File: src/rtl/qsic_fifo_pkg.sv
// qsic_fifo_pkg
// Shared definitions for the read side of the asynchronous byte FIFO:
//   - BYTE_WIDTH_DEF : default width of one FIFO data word
//   - packer_state_t : word packer FSM states
package qsic_fifo_pkg;

    localparam int BYTE_WIDTH_DEF = 8;

    typedef enum logic [2:0] {
        IDLE     = 3'd0,
        FETCH_LO = 3'd1,
        FETCH_HI = 3'd2,
        CAPTURE  = 3'd3,
        OUTPUT   = 3'd4
    } packer_state_t;

endpackage

File: src/rtl/fifo_word_packer.sv
// fifo_word_packer
// Read-clock-domain consumer of the async byte FIFO. Pops pairs of bytes,
// packs them little-endian (first byte = low byte) into words and hands them
// to the Qbus DMA word engine over valid/ready for a programmed word count,
// then pulses Done_out.
//
// Ports:
//   RClk            FIFO read clock, all state on rising edge
//   PresetFull      asynchronous active-high reset
//   Fifo_Data_in    FIFO read data, valid the cycle after an accepted read
//   Fifo_Empty_in   FIFO empty flag
//   Fifo_ReadEn_out FIFO read enable, never high while Fifo_Empty_in is high
//   Start_in        one-cycle start pulse, ignored while busy
//   WordCount_in    words to transfer, sampled with Start_in
//   Word_out        assembled word {high byte, low byte}
//   WordValid_out   Word_out valid
//   WordReady_in    consumer accepts Word_out
//   Busy_out        transfer in progress
//   Done_out        one-cycle pulse when the transfer completes
module fifo_word_packer
    import qsic_fifo_pkg::*;
#(
    parameter int BYTE_WIDTH  = BYTE_WIDTH_DEF,
    parameter int COUNT_WIDTH = 16
) (
    input  logic                    RClk,
    input  logic                    PresetFull,
    input  logic [BYTE_WIDTH-1:0]   Fifo_Data_in,
    input  logic                    Fifo_Empty_in,
    output logic                    Fifo_ReadEn_out,
    input  logic                    Start_in,
    input  logic [COUNT_WIDTH-1:0]  WordCount_in,
    output logic [2*BYTE_WIDTH-1:0] Word_out,
    output logic                    WordValid_out,
    input  logic                    WordReady_in,
    output logic                    Busy_out,
    output logic                    Done_out
);

    packer_state_t           state_q;
    logic [COUNT_WIDTH-1:0]  remaining_q;
    logic                    rd_q;        // a read was accepted last cycle
    logic                    byte_sel_q;  // 0: last read was the low byte
    logic [BYTE_WIDTH-1:0]   lo_q;
    logic [2*BYTE_WIDTH-1:0] word_q;
    logic                    valid_q;
    logic                    busy_q;
    logic                    done_q;
    logic                    rd_req;

    // Read request only in the fetch states; gating with Empty here keeps the
    // enable itself equal to "accepted read".
    assign rd_req          = (state_q == FETCH_LO) || (state_q == FETCH_HI);
    assign Fifo_ReadEn_out = rd_req & ~Fifo_Empty_in;

    assign Word_out      = word_q;
    assign WordValid_out = valid_q;
    assign Busy_out      = busy_q;
    assign Done_out      = done_q;

    always_ff @(posedge RClk or posedge PresetFull) begin
        if (PresetFull) begin
            state_q     <= IDLE;
            remaining_q <= '0;
            rd_q        <= 1'b0;
            byte_sel_q  <= 1'b0;
            lo_q        <= '0;
            word_q      <= '0;
            valid_q     <= 1'b0;
            busy_q      <= 1'b0;
            done_q      <= 1'b0;
        end else begin
            done_q <= 1'b0;
            rd_q   <= Fifo_ReadEn_out;

            // Low byte lands one cycle after its read, i.e. in the first
            // FETCH_HI cycle; later stall cycles in FETCH_HI have rd_q low.
            if (rd_q && !byte_sel_q)
                lo_q <= Fifo_Data_in;

            case (state_q)
                IDLE: begin
                    if (Start_in) begin
                        remaining_q <= WordCount_in;
                        if (WordCount_in == '0) begin
                            done_q <= 1'b1;
                        end else begin
                            busy_q  <= 1'b1;
                            state_q <= FETCH_LO;
                        end
                    end
                end
                FETCH_LO: begin
                    if (Fifo_ReadEn_out) begin
                        byte_sel_q <= 1'b0;
                        state_q    <= FETCH_HI;
                    end
                end
                FETCH_HI: begin
                    if (Fifo_ReadEn_out) begin
                        byte_sel_q <= 1'b1;
                        state_q    <= CAPTURE;
                    end
                end
                CAPTURE: begin
                    // Only reachable the cycle after the high-byte read, so
                    // the data port holds the high byte now.
                    word_q  <= {Fifo_Data_in, lo_q};
                    valid_q <= 1'b1;
                    state_q <= OUTPUT;
                end
                OUTPUT: begin
                    if (WordReady_in) begin
                        valid_q <= 1'b0;
                        if (remaining_q != '0)
                            remaining_q <= remaining_q - COUNT_WIDTH'(1);
                        if (remaining_q <= COUNT_WIDTH'(1)) begin
                            done_q  <= 1'b1;
                            busy_q  <= 1'b0;
                            state_q <= IDLE;
                        end else begin
                            state_q <= FETCH_LO;
                        end
                    end
                end
                default: state_q <= IDLE;
            endcase
        end
    end

endmodule

File: config.mk
export PLATFORM = sky130hd
export DESIGN_NAME = fifo_word_packer
export DESIGN_NICKNAME = d
export VERILOG_FILES = /design/src/rtl/qsic_fifo_pkg.sv /design/src/rtl/fifo_word_packer.sv
export SDC_FILE = /design/constraint.sdc
export NUM_CORES = 1
export LEC_CHECK = 0
export BUFFER_PORTS_ARGS = -buffer_cell sky130_fd_sc_hd__buf_2
export CAP_MARGIN = 20
export CORE_MARGIN = 2
export CORE_UTILIZATION = 55
export CTS_CLUSTER_DIAMETER = 30
export DETAILED_ROUTE_END_ITERATION = 8
export PLACE_DENSITY = 0.87
export SKIP_CTS_REPAIR_TIMING = 1
export SYNTH_ARGS = -nofsm -noshare
export SYNTH_HDL_FRONTEND = slang
export SYNTH_SLANG_ARGS = --single-unit
File: constraint.sdc
create_clock -name RClk -period 2.1 [get_ports RClk]
set_input_delay 0.42 -clock RClk [delete_from_list [all_inputs] [get_ports RClk]]
set_output_delay 0.42 -clock RClk [all_outputs]
set_load 0.1 [all_outputs]
==> flow_summary_export.csv <==
group,metric,value,unit
run_status,status,"completed",
route,viasPerCell,6.29,
route,drc,0,
timing,setup_violations,0,
worst_setup_path,end_kind,"flip-flop",
layout,final_cells,348,
layout,synthToLayoutAreaGrowth,19.1,%
synth,synth_edf_count,0,
clock_tree,cts_tree,"done",
synth,synth.most_common_cell,"dfrtp_1",
floorplan,die_x,71.3,um
timing,timing_hold_violations_final,0,
synth,avgSynthCellArea,10.5,um2
route,ant_nets,0,
floorplan,io_pins,49,
worst_setup_path,regToRegSetupSlack,0.11,ns
worst_setup_path,cp_max_fo,10,
route,wl_per_cell,17.3,um
worst_setup_path,ff2ff_path_depth,4,
global_route,grt_pass1_vias,2073,
power_and_ir_drop,total_power,0.00533,W
placed_design,dpl.hpwl,4410,um
worst_setup_path,worstPathRequired,2.33,ns
timing,rsz0062_at_grt,"no",
route,routed_wl,6010,um
synth,synth-seq-cells,48,
global_route,gr-total-overflow,0,
clock_tree,numCtsBuffers,5,
layout,layout.nets,328,
layout,design_area,2970,um2
global_route,track_usage,0.248,
worst_setup_path,r2r_end,"remaining_q[15]",
synth,synthesis.area,2490,um2
synth,synth_seq_area_share,0.482,
synth,ys_types,49,
clock_tree,htree_num_levels,2,
power_and_ir_drop,p_per_area,1800,nW/um2
synth,synth_top_area_cell,"dfrtp_1",
worst_setup_path,critPathArrivalTime,2.22,ns
timing,slew_headroom,0.659,
power_and_ir_drop,leakagePower,1.28,nW
timing,tightest_slew,0.511,ns
clock_tree,cts.sink_count,48,
timing,slew_violations,0,
synth,synthTopCellsByCount,"48 x dfrtp_1, 25 x mux2_2, 17 x o21ai_0",
global_route,grt_pass1_wl,9880,um
clock_tree,clock_latency,0.30,ns
synth,ys.flop_type,"dfrtp_1",
synth,yosys_warnings,0,
synth,synth_cells,237,
floorplan,core-area,4350,um2
worst_setup_path,r2r_start,"remaining_q[4]",
timing,fmax,503,MHz
global_route,grt_max_degree,33,
layout,post-route-util,0.682,
floorplan,num_rows,24,
timing,timing.final.crit_period,1.99,ns
placed_design,dp.cells,341,
clock_tree,clockBufferDepth,2,
power_and_ir_drop,ir_worst_vdd,1.98,mV
worst_setup_path,worstSetupPathType,"reg2reg",
timing,tns,0,ns
layout,drive_gt1_frac,0.365,
clock_tree,clkTransAtPathRegs,0.10,ns
route,drtIter0Drc,254,
route,vias,2189,
floorplan,die_h,71.3,um
synth,async_reset_ff_frac,1.00,
placed_design,place_congestion,0.898,
synth,yosysTopAreaCellShare,0.482,
synth,synth_nets,269,
timing,post-route-period-util,0.947,
floorplan,die-area,5090,um2
worst_setup_path,cp-start-kind,"flip-flop",
hold_path,holdCritPathClass,"in2async",
floorplan,start_util,0.572,
job,cap_violations,0,
clock_tree,clockRootBuffer,"clkbuf_8",
timing,fin_skew,0.0144,ns
placed_design,dpl_cell_area,2890,um2
layout,antennaDiodeCount,0,
route,first_pass_iters,5,
synth,yosys-top-cells-area,"dfrtp_1 48%, mux2_2 11%, o21ai_0 3.4%",
placed_design,portBuffers,48,
global_route,antenna_found_initial,0,
## worst max path at each step
stage | endpoint | start | cells after the start
floorplan | Fifo_ReadEn_out | state_q[0] | 3
global placement | remaining_q[13] | remaining_q[4] | 4
detailed placement | remaining_q[15] | remaining_q[4] | 4
CTS | Fifo_ReadEn_out | state_q[0] | 4
global route | remaining_q[4] | remaining_q[0] | 7
finish | remaining_q[15] | remaining_q[4] | 4
## kinds of logic after synthesis
logic type               count (synthesis)  synth area share
AO/OA/AOI/OAI                           65             0.165
adder cells (fa/ha/maj)                  3            0.0151
buffers and inverters                   20            0.0361
AND/OR/NAND/NOR                         72             0.173
XOR/XNOR                                 1           0.00351
multiplexers                            28             0.126
flip-flops                              48             0.482
## stage by stage
step | setup slack, ns | hold WS [ns]
2_1_floorplan | 0.225 | 0.472
3_3_place_gp | 0.219 | 0.455
3_5_place_dp | 0.136 | 0.471
4_1_cts | 0.0379 | 0.146
5_1_grt | 0.0210 | 0.163
6_report | 0.111 | 0.138
## flip-flops by register name, summed over array words and instances, names as in the netlist
register,flops
Busy_out,1
Done_out,1
WordValid_out,1
Word_out,16
byte_sel_q,1
lo_q,8
rd_q,1
remaining_q,16
state_q,3
## worst max-delay path, stage by stage, from the launching register on
cell	delay, ns
dfrtp_1	0.46
or4_1	0.76
nor4_2	0.41
a22oi_1	0.14
o2bb2ai_1	0.17
## power by group
| group | internal, W | total, W | switching (W) |
|---|---|---|---|
| registers | 0.00136 | 0.00173 | 0.000372 |
| clock network | 0.000226 | 0.000541 | 0.000314 |
| logic | 0.000894 | 0.00306 | 0.00217 |
| total | 0.00248 | 0.00533 | 0.00285 |
## cell usage in the layout (no fill, tap or decap), types with 8 or more instances in the layout
cell type  instances
nor3_1             8
o21ai_0           17
dfrtp_1           48
nand2_1           14
a21oi_1           12
mux2_2            25
nor2_1            12
buf_2             47
buf_4             16
## cell type report
class | instances | area [um2]
multi-input cells | 169 | 1210
flip-flops and latches | 48 | 1200
fillers | 320 | 1390
clock buffers | 5 | 68.8
well taps | 52 | 65.1
inverters | 7 | 26.3
repair buffers | 65 | 383
clock inverters | 2 | 12.5
## routing by layer
| metal | GRT usage | wire, um | vias up |
|---|---|---|---|
| li1 | - | - | 1015 |
| met1 | 0.342 | 2470 | 1053 |
| met2 | 0.406 | 3020 | 115 |
| met3 | 0.0436 | 436 | 6 |
| met4 | 0.0692 | 81 | 0 |
| met5 | 0 | 0 | - |
No activity file was read; power rests on OpenSTA's default activity.
